## src/rtl/rob_commit_unit_if.sv

```systemverilog
// rtl/rob_commit_unit_if.sv - issue, writeback, lookup and commit signals of the reorder buffer
interface rob_commit_unit_if #(
    parameter int IDX_W  = 4,
    parameter int DATA_W = 32
);
    logic              rob_full;
    logic [IDX_W-1:0]  rob_tail_idx;
    logic              de_in_en;
    logic [1:0]        de_type_in;
    logic [4:0]        de_rd_in;
    logic              de_pred_jump_in;
    logic [DATA_W-1:0] de_alt_pc_in;
    logic [IDX_W-1:0]  qj_idx_in;
    logic [IDX_W-1:0]  qk_idx_in;
    logic              qj_ready_out;
    logic              qk_ready_out;
    logic [DATA_W-1:0] qj_val_out;
    logic [DATA_W-1:0] qk_val_out;
    logic              rs_in_en;
    logic [IDX_W-1:0]  rs_rob_idx_in;
    logic [DATA_W-1:0] rs_val_in;
    logic              rs_jump_in;
    logic              lsb_in_en;
    logic [IDX_W-1:0]  lsb_rob_idx_in;
    logic [DATA_W-1:0] lsb_val_in;
    logic              commit_en;
    logic [4:0]        commit_rd;
    logic [DATA_W-1:0] commit_val;
    logic [IDX_W-1:0]  commit_rob_idx;
    logic              commit_store_en;
    logic              roll_back;
    logic [DATA_W-1:0] roll_back_pc;

    modport master (
        input  rob_full, rob_tail_idx, qj_ready_out, qk_ready_out, qj_val_out, qk_val_out,
               commit_en, commit_rd, commit_val, commit_rob_idx, commit_store_en,
               roll_back, roll_back_pc,
        output de_in_en, de_type_in, de_rd_in, de_pred_jump_in, de_alt_pc_in,
               qj_idx_in, qk_idx_in, rs_in_en, rs_rob_idx_in, rs_val_in, rs_jump_in,
               lsb_in_en, lsb_rob_idx_in, lsb_val_in
    );

    modport slave (
        output rob_full, rob_tail_idx, qj_ready_out, qk_ready_out, qj_val_out, qk_val_out,
               commit_en, commit_rd, commit_val, commit_rob_idx, commit_store_en,
               roll_back, roll_back_pc,
        input  de_in_en, de_type_in, de_rd_in, de_pred_jump_in, de_alt_pc_in,
               qj_idx_in, qk_idx_in, rs_in_en, rs_rob_idx_in, rs_val_in, rs_jump_in,
               lsb_in_en, lsb_rob_idx_in, lsb_val_in
    );
endinterface

```

## src/rtl/rob_commit_unit.sv

```systemverilog
// rtl/rob_commit_unit.sv - reorder buffer with in-order commit and branch rollback
module rob_commit_unit #(
    parameter int ROB_SIZE = 16,
    parameter int IDX_W    = 4,
    parameter int DATA_W   = 32
) (
    input  logic             clk,
    input  logic             rst_in_n,
    input  logic             rdy_in,
    rob_commit_unit_if.slave bus
);
    localparam int            CW       = IDX_W + 1;
    localparam logic [CW-1:0] FULL_LVL = CW'(ROB_SIZE - 1);

    logic              busy     [ROB_SIZE];
    logic              ready    [ROB_SIZE];
    logic [1:0]        e_type   [ROB_SIZE];
    logic [4:0]        e_rd     [ROB_SIZE];
    logic [DATA_W-1:0] e_val    [ROB_SIZE];
    logic              e_pred   [ROB_SIZE];
    logic [DATA_W-1:0] e_alt_pc [ROB_SIZE];
    logic              e_jump   [ROB_SIZE];

    logic [IDX_W-1:0] head;
    logic [IDX_W-1:0] tail;
    logic [CW-1:0]    count;

    logic live;
    logic do_issue;
    logic do_commit;
    logic rs_wr;
    logic lsb_wr;

    // Qualify every state-changing event: nothing moves while paused or during the flush cycle
    always_comb begin
        live      = rdy_in && !bus.roll_back;
        do_issue  = live && bus.de_in_en;
        do_commit = live && busy[head] && ready[head];
        rs_wr     = live && bus.rs_in_en && busy[bus.rs_rob_idx_in];
        lsb_wr    = live && bus.lsb_in_en && busy[bus.lsb_rob_idx_in];
    end

    assign bus.rob_full     = (count >= FULL_LVL);
    assign bus.rob_tail_idx = tail;

    // Operand lookup with same-cycle writeback bypass; the ALU result wins if both match
    always_comb begin
        bus.qj_ready_out = ready[bus.qj_idx_in];
        bus.qj_val_out   = e_val[bus.qj_idx_in];
        bus.qk_ready_out = ready[bus.qk_idx_in];
        bus.qk_val_out   = e_val[bus.qk_idx_in];
        if (bus.lsb_in_en && bus.lsb_rob_idx_in == bus.qj_idx_in) begin
            bus.qj_ready_out = 1'b1;
            bus.qj_val_out   = bus.lsb_val_in;
        end
        if (bus.rs_in_en && bus.rs_rob_idx_in == bus.qj_idx_in) begin
            bus.qj_ready_out = 1'b1;
            bus.qj_val_out   = bus.rs_val_in;
        end
        if (bus.lsb_in_en && bus.lsb_rob_idx_in == bus.qk_idx_in) begin
            bus.qk_ready_out = 1'b1;
            bus.qk_val_out   = bus.lsb_val_in;
        end
        if (bus.rs_in_en && bus.rs_rob_idx_in == bus.qk_idx_in) begin
            bus.qk_ready_out = 1'b1;
            bus.qk_val_out   = bus.rs_val_in;
        end
    end

    // Entry payload; only fields of live entries are ever consumed, so no reset is needed
    always_ff @(posedge clk) begin
        if (do_issue) begin
            e_type[tail]   <= bus.de_type_in;
            e_rd[tail]     <= bus.de_rd_in;
            e_pred[tail]   <= bus.de_pred_jump_in;
            e_alt_pc[tail] <= bus.de_alt_pc_in;
        end
        if (rs_wr) begin
            e_val[bus.rs_rob_idx_in]  <= bus.rs_val_in;
            e_jump[bus.rs_rob_idx_in] <= bus.rs_jump_in;
        end
        if (lsb_wr) begin
            e_val[bus.lsb_rob_idx_in] <= bus.lsb_val_in;
        end
    end

    // Occupancy, pointers and the registered commit/rollback pulses
    always_ff @(posedge clk or negedge rst_in_n) begin
        if (!rst_in_n) begin
            for (int i = 0; i < ROB_SIZE; i++) begin
                busy[i]  <= 1'b0;
                ready[i] <= 1'b0;
            end
            head                <= '0;
            tail                <= '0;
            count               <= '0;
            bus.commit_en       <= 1'b0;
            bus.commit_rd       <= '0;
            bus.commit_val      <= '0;
            bus.commit_rob_idx  <= '0;
            bus.commit_store_en <= 1'b0;
            bus.roll_back       <= 1'b0;
            bus.roll_back_pc    <= '0;
        end else begin
            bus.commit_en       <= 1'b0;
            bus.commit_store_en <= 1'b0;
            bus.roll_back       <= 1'b0;
            if (rdy_in && bus.roll_back) begin
                for (int i = 0; i < ROB_SIZE; i++) begin
                    busy[i]  <= 1'b0;
                    ready[i] <= 1'b0;
                end
                head  <= '0;
                tail  <= '0;
                count <= '0;
            end else if (rdy_in) begin
                if (rs_wr) begin
                    ready[bus.rs_rob_idx_in] <= 1'b1;
                end
                if (lsb_wr) begin
                    ready[bus.lsb_rob_idx_in] <= 1'b1;
                end
                if (do_issue) begin
                    busy[tail]  <= 1'b1;
                    ready[tail] <= 1'b0;
                    tail        <= tail + IDX_W'(1);
                end
                if (do_commit) begin
                    busy[head]  <= 1'b0;
                    ready[head] <= 1'b0;
                    head        <= head + IDX_W'(1);
                    case (e_type[head])
                        2'b00: begin
                            bus.commit_en      <= 1'b1;
                            bus.commit_rd      <= e_rd[head];
                            bus.commit_val     <= e_val[head];
                            bus.commit_rob_idx <= head;
                        end
                        2'b01: begin
                            bus.commit_store_en <= 1'b1;
                            bus.commit_rob_idx  <= head;
                        end
                        2'b10: begin
                            if (e_jump[head] != e_pred[head]) begin
                                bus.roll_back    <= 1'b1;
                                bus.roll_back_pc <= e_alt_pc[head];
                            end
                        end
                        default: begin
                            bus.commit_en      <= 1'b1;
                            bus.commit_rd      <= e_rd[head];
                            bus.commit_val     <= e_val[head];
                            bus.commit_rob_idx <= head;
                            bus.roll_back      <= 1'b1;
                            bus.roll_back_pc   <= e_alt_pc[head];
                        end
                    endcase
                end
                count <= count + CW'(do_issue) - CW'(do_commit);
            end
        end
    end
endmodule

```

## src/flat_wrapper.sv

```systemverilog
// flat-port wrapper written by rule: the top's interface ports become plain ports
module rob_commit_unit_flat 
#(
    parameter int ROB_SIZE = 16,
    parameter int IDX_W    = 4,
    parameter int DATA_W   = 32
)
  (clk, rst_in_n, rdy_in, bus_rob_full, bus_rob_tail_idx, bus_qj_ready_out, bus_qk_ready_out, bus_qj_val_out, bus_qk_val_out, bus_commit_en, bus_commit_rd, bus_commit_val, bus_commit_rob_idx, bus_commit_store_en, bus_roll_back, bus_roll_back_pc, bus_de_in_en, bus_de_type_in, bus_de_rd_in, bus_de_pred_jump_in, bus_de_alt_pc_in, bus_qj_idx_in, bus_qk_idx_in, bus_rs_in_en, bus_rs_rob_idx_in, bus_rs_val_in, bus_rs_jump_in, bus_lsb_in_en, bus_lsb_rob_idx_in, bus_lsb_val_in);
  rob_commit_unit_if #(.IDX_W(IDX_W), .DATA_W(DATA_W)) bus_i ();
  input  logic clk;
  input  logic rst_in_n;
  input  logic rdy_in;
  output wire logic [$bits(bus_i.rob_full)-1:0] bus_rob_full;
  output wire logic [$bits(bus_i.rob_tail_idx)-1:0] bus_rob_tail_idx;
  output wire logic [$bits(bus_i.qj_ready_out)-1:0] bus_qj_ready_out;
  output wire logic [$bits(bus_i.qk_ready_out)-1:0] bus_qk_ready_out;
  output wire logic [$bits(bus_i.qj_val_out)-1:0] bus_qj_val_out;
  output wire logic [$bits(bus_i.qk_val_out)-1:0] bus_qk_val_out;
  output wire logic [$bits(bus_i.commit_en)-1:0] bus_commit_en;
  output wire logic [$bits(bus_i.commit_rd)-1:0] bus_commit_rd;
  output wire logic [$bits(bus_i.commit_val)-1:0] bus_commit_val;
  output wire logic [$bits(bus_i.commit_rob_idx)-1:0] bus_commit_rob_idx;
  output wire logic [$bits(bus_i.commit_store_en)-1:0] bus_commit_store_en;
  output wire logic [$bits(bus_i.roll_back)-1:0] bus_roll_back;
  output wire logic [$bits(bus_i.roll_back_pc)-1:0] bus_roll_back_pc;
  input wire logic [$bits(bus_i.de_in_en)-1:0] bus_de_in_en;
  input wire logic [$bits(bus_i.de_type_in)-1:0] bus_de_type_in;
  input wire logic [$bits(bus_i.de_rd_in)-1:0] bus_de_rd_in;
  input wire logic [$bits(bus_i.de_pred_jump_in)-1:0] bus_de_pred_jump_in;
  input wire logic [$bits(bus_i.de_alt_pc_in)-1:0] bus_de_alt_pc_in;
  input wire logic [$bits(bus_i.qj_idx_in)-1:0] bus_qj_idx_in;
  input wire logic [$bits(bus_i.qk_idx_in)-1:0] bus_qk_idx_in;
  input wire logic [$bits(bus_i.rs_in_en)-1:0] bus_rs_in_en;
  input wire logic [$bits(bus_i.rs_rob_idx_in)-1:0] bus_rs_rob_idx_in;
  input wire logic [$bits(bus_i.rs_val_in)-1:0] bus_rs_val_in;
  input wire logic [$bits(bus_i.rs_jump_in)-1:0] bus_rs_jump_in;
  input wire logic [$bits(bus_i.lsb_in_en)-1:0] bus_lsb_in_en;
  input wire logic [$bits(bus_i.lsb_rob_idx_in)-1:0] bus_lsb_rob_idx_in;
  input wire logic [$bits(bus_i.lsb_val_in)-1:0] bus_lsb_val_in;
  assign bus_rob_full = bus_i.rob_full;
  assign bus_rob_tail_idx = bus_i.rob_tail_idx;
  assign bus_qj_ready_out = bus_i.qj_ready_out;
  assign bus_qk_ready_out = bus_i.qk_ready_out;
  assign bus_qj_val_out = bus_i.qj_val_out;
  assign bus_qk_val_out = bus_i.qk_val_out;
  assign bus_commit_en = bus_i.commit_en;
  assign bus_commit_rd = bus_i.commit_rd;
  assign bus_commit_val = bus_i.commit_val;
  assign bus_commit_rob_idx = bus_i.commit_rob_idx;
  assign bus_commit_store_en = bus_i.commit_store_en;
  assign bus_roll_back = bus_i.roll_back;
  assign bus_roll_back_pc = bus_i.roll_back_pc;
  assign bus_i.de_in_en = bus_de_in_en;
  assign bus_i.de_type_in = bus_de_type_in;
  assign bus_i.de_rd_in = bus_de_rd_in;
  assign bus_i.de_pred_jump_in = bus_de_pred_jump_in;
  assign bus_i.de_alt_pc_in = bus_de_alt_pc_in;
  assign bus_i.qj_idx_in = bus_qj_idx_in;
  assign bus_i.qk_idx_in = bus_qk_idx_in;
  assign bus_i.rs_in_en = bus_rs_in_en;
  assign bus_i.rs_rob_idx_in = bus_rs_rob_idx_in;
  assign bus_i.rs_val_in = bus_rs_val_in;
  assign bus_i.rs_jump_in = bus_rs_jump_in;
  assign bus_i.lsb_in_en = bus_lsb_in_en;
  assign bus_i.lsb_rob_idx_in = bus_lsb_rob_idx_in;
  assign bus_i.lsb_val_in = bus_lsb_val_in;
  rob_commit_unit #(.ROB_SIZE(ROB_SIZE), .IDX_W(IDX_W), .DATA_W(DATA_W)) u_core (.clk(clk), .rst_in_n(rst_in_n), .rdy_in(rdy_in), .bus(bus_i));
endmodule
```

## config.mk

```make
export PLATFORM = sky130hd
export DESIGN_NAME = rob_commit_unit_flat
export DESIGN_NICKNAME = d
export VERILOG_FILES = /design/src/rtl/rob_commit_unit_if.sv /design/src/rtl/rob_commit_unit.sv /design/src/flat_wrapper.sv
export SDC_FILE = /design/constraint.sdc
export NUM_CORES = 2
export LEC_CHECK = 0
export BUFFER_PORTS_ARGS = -buffer_cell sky130_fd_sc_hd__buf_2
export CAP_MARGIN = 20
export CORE_MARGIN = 3
export CORE_UTILIZATION = 60
export DETAILED_ROUTE_END_ITERATION = 8
export PLACE_DENSITY = 0.9
export SYNTH_ARGS = -nofsm -noshare
export SYNTH_HDL_FRONTEND = slang
export SYNTH_SLANG_ARGS = --single-unit
```

## constraint.sdc

```tcl
create_clock -name clk -period 6.4 [get_ports clk]
set_input_delay 1.28 -clock clk [delete_from_list [all_inputs] [get_ports clk]]
set_output_delay 1.28 -clock clk [all_outputs]
set_load 0.02 [all_outputs]
```

; ---- Yosys cells after proc, flatten, opt, wreduce, memory -nomap -nowiden
; Memory sizes are Yosys's and may differ from the RTL's. A register that Yosys moved wholly into a read port is not among the register bits.
; Cells that the tools add are included.
[totals]
ff_bits = 84
mem_bits_rw = 1168
input_bits = 127
output_inout_bits = 147
elab_cells = 199
memories = 6
[mem_list]
columns = memory, words, word_bits, read_ports, rd_ports_with_merged_regs, write_ports, line
row1 = u_core.e_alt_pc, 16, 32, 1, 0, 1, rob_commit_unit.sv:21  ; logic [DATA_W-1:0] e_alt_pc [ROB_SIZE];
row2 = u_core.e_val, 16, 32, 3, 1, 2, rob_commit_unit.sv:19  ; logic [DATA_W-1:0] e_val [ROB_SIZE];
row3 = u_core.e_rd, 16, 5, 1, 1, 1, rob_commit_unit.sv:18  ; logic [4:0] e_rd [ROB_SIZE];
row4 = u_core.e_type, 16, 2, 1, 0, 1, rob_commit_unit.sv:17  ; logic [1:0] e_type [ROB_SIZE];
row5 = u_core.e_jump, 16, 1, 1, 0, 1, rob_commit_unit.sv:22  ; logic e_jump [ROB_SIZE];
row6 = u_core.e_pred, 16, 1, 1, 0, 1, rob_commit_unit.sv:20  ; logic e_pred [ROB_SIZE];
[op_classes]
addsub = 4
magnitude_cmp = 11
n_eq_ne = 8
muxes = 81
bitwise = 18
n_reduce_logical = 31
[op_table]
columns = op, n
row1 = 16-bit 2-to-1 mux, 18
row2 = 32-bit 2-to-1 mux, 5
row3 = 32-bit one-hot mux with 2 select lines, 1
row4 = 16-bit AND, 3
row5 = 16-bit OR, 3
row6 = 1-bit 2-to-1 mux, 38
row7 = 16-bit inverter, 2
row8 = "5-bit >= comparator, second input constant", 6
row9 = 4-bit inverter with 5-bit output, 6
row10 = 1-bit binary-select mux with 4-bit select, 6
row11 = 4-bit 2-to-1 mux, 6
row12 = "5-bit by 1-bit less-than comparator with 1-bit output, second input constant", 4
row13 = 1-bit logical AND, 17
row14 = 1-bit demux with 4-bit select, 4
row15 = 4-bit == test, 4
row16 = 5-bit 2-to-1 mux, 2
row17 = "4-bit by 1-bit adder with 4-bit output, second input constant", 2
row18 = 4-bit AND reduction, 2
row19 = 2-bit nonzero test, 3
row20 = 5-bit by 1-bit adder with 5-bit output, 1
row21 = "5-bit by 4-bit >= comparator with 1-bit output, second input constant", 1
row22 = 5-bit AND reduction, 1
row23 = 5-bit by 1-bit subtractor with 5-bit output, 1
row24 = 1-bit inverter, 4
row25 = other kinds (9), 13

; ---- Longest topological paths before layout
[depth]
depth_word = 21
ltp_mapped = 18
ltp_nobuf = 14

; ---- Worst setup path before layout
; No wires, ideal clock.
[synth_path]
path_kind = input to register
startpoint = input port rdy_in
endpoint = register u_core.ready[13] (netlist bit)
setup_ns = 0.128
t_arrival_ns = 5.319
required_ns = 6.272
path_slack_ns = 0.953
stages = 6
path_buffers = 0
path_cell_list = nor2b_1 -> and2_1 -> nand2_1 -> nor3_1 -> o21ai_0 -> o21a_1
[synth_between]
elab_chain_cells = 18
word_cells_on_any_way = 25
classes_between = 12 x mux / 3 x bitwise / 10 x reduce/logical
[synth_rtl]
columns = item, line
row1 = "start, declared", flat_wrapper.sv:12  ; input logic rdy_in;
row2 = 1-bit logical AND, rob_commit_unit.sv:36  ; live = rdy_in && !bus.roll_back;
row3 = 1-bit logical AND (2 in series), rob_commit_unit.sv:39  ; rs_wr = live && bus.rs_in_en && busy[bus.rs_rob_idx_in];
row4 = 16-bit 2-to-1 mux, rob_commit_unit.sv:117  ; if (rs_wr) begin
row5 = 16-bit 2-to-1 mux, rob_commit_unit.sv:116  ; end else if (rdy_in) begin
row6 = 16-bit 2-to-1 mux, rob_commit_unit.sv:108  ; if (rdy_in && bus.roll_back) begin
row7 = 16-bit OR (no source line), n/a
row8 = 16-bit 2-to-1 mux, rob_commit_unit.sv:120  ; if (lsb_wr) begin
row9 = 16-bit 2-to-1 mux, rob_commit_unit.sv:116
row10 = 16-bit 2-to-1 mux, rob_commit_unit.sv:108
row11 = 16-bit AND (no source line), n/a
row12 = 16-bit 2-to-1 mux, rob_commit_unit.sv:123  ; if (do_issue) begin
row13 = 16-bit 2-to-1 mux, rob_commit_unit.sv:116
row14 = 16-bit 2-to-1 mux, rob_commit_unit.sv:108
row15 = 16-bit AND (no source line), n/a
row16 = 16-bit 2-to-1 mux, rob_commit_unit.sv:128  ; if (do_commit) begin
row17 = 16-bit 2-to-1 mux, rob_commit_unit.sv:116
row18 = 16-bit 2-to-1 mux, rob_commit_unit.sv:108
row19 = "end signal, assigned by index", rob_commit_unit.sv:111  ; ready[i] <= 1'b0;
row20 = "end signal, assigned by index", rob_commit_unit.sv:118  ; ready[bus.rs_rob_idx_in] <= 1'b1;
row21 = "end signal, assigned by index", rob_commit_unit.sv:130  ; ready[head] <= 1'b0;
row22 = "end, declared", rob_commit_unit.sv:16  ; logic ready [ROB_SIZE];
; Parallel ways exist; a longest one is shown, timed or not. The select of a mux whose other input is x is not followed.
; A chain may end at the register's enable or synchronous reset.

; ---- Final worst setup path
[layout_path]
startpoint = input port bus_qk_idx_in[1]
endpoint = output port bus_qk_val_out[4]
[layout_between]
elab_chain_cells = 4
word_cells_on_any_way = 7
classes_between = 2 x eq/ne / 2 x mux / 2 x reduce/logical / 1 x memory
[layout_rtl]
columns = item, line
row1 = "start, declared", flat_wrapper.sv:32  ; input wire logic [$bits(bus_i.qk_idx_in)-1:0] bus_qk_idx_in;
row2 = branches (longest 3 deep; another with memory read 16 x 32 bit), n/a
row3 = 32-bit 2-to-1 mux *, rob_commit_unit.sv:64  ; if (bus.rs_in_en && bus.rs_rob_idx_in == bus.qk_idx_in) begin
row4 = "end, declared", flat_wrapper.sv:18  ; output wire logic [$bits(bus_i.qk_val_out)-1:0] bus_qk_val_out;
; Every way passes the cells marked *.

==> flow_summary.json <==
{
  "cts.repair.resized": 0,
  "yosysTopAreaCellShare_pct": 53.6,
  "end_kind": "primary output",
  "n_fill_cell": 6363,
  "drv_cap": 0,
  "overflow": 0,
  "layout.nets": 3768,
  "synthTopCellsByArea": "edfxtp_1 (54%), mux4_2 (24%), mux2_2 (9.2%)",
  "timing.final.hold_violations": 0,
  "grt_usage_pct": 35.1,
  "ios": 274,
  "clock-sinks": 1289,
  "grt_max_degree": 113,
  "p_per_area_nw_per_um2": 357,
  "h-tree-depth": 4,
  "drt_iter0_drc": 6118,
  "period_needed_ns": 5.17,
  "dr.pass1.iters": 6,
  "synth_cells": 3455,
  "slew_headroom_pct": 25.3,
  "tns_ns": 0,
  "wirelength_mm": 195,
  "yosysTopAreaCell": "edfxtp_1",
  "syn_to_final_growth_pct": 11.9,
  "dr_total_vias": 39318,
  "ys_warn_count": 0,
  "die_y_um": 336,
  "r2r_slack_ns": 1.61,
  "fin_crit_sh_pct": 80.8,
  "synth_area_um2": 65400,
  "die_x_um": 336,
  "post-cts-setup-buffers": 0,
  "tightest_slew_ns": 1.12,
  "cts-root-buf": "clkbuf_16",
  "synth_edf_count": 1168,
  "grt_pass1_wl_mm": 282,
  "hpwl_mm": 109,
  "gp_congestion": 0.869,
  "vias_per_cell": 7.63,
  "drc": 0,
  "yosys_most_used_dff": "edfxtp_1",
  "startpoint_type": "primary input",
  "yosysUniqueCellTypes": 46,
  "holdPathStages": 1,
  "status": "finished clean",
  "leakage_uw": 0.0243,
  "arrival_ns": 3.89,
  "portBuffers": 273,
  "fin_util_pct": 68.0,
  "antenna_found_initial": 28,
  "crit_required_ns": 5.12,
  "drv_slew": 0,
  "grt_pass1_vias": 39993,
  "hold_class": "reg -> reg",
  "min-delay-start": "u_core.bus.roll_back_pc[1]",
  "rows": 120,
  "cts_tree": "yes",
  "start_util_pct": 60.7,
  "synth-seq-cells": 1289,
  "avgSynthCellArea_um2": 18.9,
  "rsz0062_at_grt": "no",
  "synth_fp_nets": 3602,
  "cts_made_buffers": 134,
  "clock.fmax_mhz": 193,
  "clock_path_buffers": 3,
  "critPathMaxFanout": 59,
  "core-area_um2": 108000,
  "seq_area_frac_synth_pct": 58.3,
  "dieArea_um2": 113000,
  "p_total_uw": 26100,
  "reg2reg_to": "u_core.bus.roll_back_pc[4]",
  "r2r_cells": 8,
  "drtAntennaViolNets": 0,
  "synth-async-reset-ratio_pct": 9.39,
  "holdBufCountCts": 0,
  "clk_pin_slew_worst_paths_ns": 0.06,
  "setup_viol": 0,
  "routedWlPerCell_um": 37.9,
  "rr_startpoint": "u_core.head[0]",
  "vdd_drop_max_uv": 367,
  "critPathKind": "in -> out",
  "layout-drive-gt1-share_pct": 51.3,
  "worstSkewPairLatency_ns": 0.76,
  "skew_ns": 0.0258,
  "hold_end": "u_core.bus.roll_back_pc[1]"
}
## layer usage
metal	GRT usage, %	part of all wire, %	vias up
li1	-	-	14798
met1	46.9	33	20143
met2	52.7	47	3662
met3	10.4	14	707
met4	19.0	5.9	8
met5	0	0.028	-
## Yosys cell counts, types with 18 or more instances
library cell and n:
inv_1 18, mux4_2 707, mux2_4 38, mux2_2 537
nand2_1 112, dfrtp_1 121, nor2_1 54, buf_1 65
clkbuf_1 227, a21oi_1 21, edfxtp_1 1168, buf_2 49
o21ai_0 95, mux2i_1 70, ha_1 19
## critical path: stages
cell     delay [ns]
buf_6          0.52
xnor2_1        0.19
nand2_1        0.11
nor4_4         0.20
buf_4          0.44
mux2i_1        0.68
o21ai_0        0.15
buf_2          0.19
## where the power goes
part | switching [uW] | total, uW | internal (uW)
registers | 678 | 10500 | 9790
clock network | 3370 | 8120 | 4740
logic | 3820 | 7540 | 3710
## sequential cells by signal, indices dropped and copies added, names as in the netlist, 32 cells and up
| signal | count |
|---|---|
| u_core.bus.roll_back_pc | 32 |
| u_core.e_rd | 80 |
| u_core.e_alt_pc | 512 |
| u_core.bus.commit_val | 32 |
| u_core.e_type | 32 |
| u_core.e_val | 512 |
## how the worst max path moves through the flow
stage / start / endpoint / slack, ns / cells after the start
final: bus_qk_idx_in[1] / bus_qk_val_out[4] / 1.23 / 8
after global routing: bus_qj_idx_in[0] / bus_qj_val_out[28] / 1.09 / 7
after CTS: bus_qj_idx_in[0] / bus_qj_val_out[28] / 1.22 / 7
after detailed placement: bus_qj_idx_in[0] / bus_qj_val_out[28] / 1.23 / 7
after global placement: bus_qj_idx_in[0] / bus_qj_val_out[28] / 1.28 / 7
after floorplan: rdy_in / u_core.ready[13] / 0.95 / 6
## area by class of cell
cell class | count | area (um2) | area share (%)
diodes | 24 | 60.1 | 0.0821
clock buffers | 182 | 3700 | 5.05
repair buffers | 383 | 2510 | 3.43
inverters | 19 | 76.3 | 0.104
well taps | 1403 | 1760 | 2.40
multi-input cells | 1794 | 26100 | 35.7
flip-flops and latches | 1289 | 38100 | 52.1
clock inverters | 62 | 853 | 1.17
## per-stage QoR
step                      setup WS [ns]  cells  instance area [um2]  hold WS (ns)
after floorplan                   0.953   3455                65400         0.492
after global placement             1.28   4886                68500         0.461
after detailed placement           1.23   4887                68500         0.473
after CTS                          1.22   5131                73100         0.493
after global routing               1.09   5150                73200         0.505
final                              1.23   5156                73200         0.493
## kinds of logic after synthesis
| logic type | Yosys count | share of synthesized area, % |
|---|---|---|
| multiplexers | 1363 | 35.7 |
| XOR/XNOR | 21 | 0.281 |
| adder cells (fa/ha/maj) | 20 | 0.394 |
| AO/OA/AOI/OAI | 159 | 1.37 |
| buffers and inverters | 372 | 2.35 |
| flip-flops | 1289 | 58.3 |
| AND/OR/NAND/NOR | 231 | 1.59 |
## placed cells by master, fill, tap and decap left out, types with 13 or more instances in the layout
cell type,synthesis,final
mux2_2,537,537
edfxtp_1,1168,1168
o21ai_0,95,83
ha_1,19,19
mux2i_1,70,70
clkbuf_16,0,136
diode_2,0,24
a21o_1,13,13
buf_4,3,90
mux4_2,707,707
a21oi_1,21,21
bufinv_16,0,16
nand2_1,112,96
o21a_1,13,13
clkbuf_1,227,34
buf_2,49,266
inv_1,18,18
dfrtp_1,121,118
nand2_2,0,16
mux2_4,38,38
xor2_1,15,15
nor2_1,54,42
clkinv_1,1,19
buf_12,0,20
No activity file was read; power rests on OpenSTA's default activity.
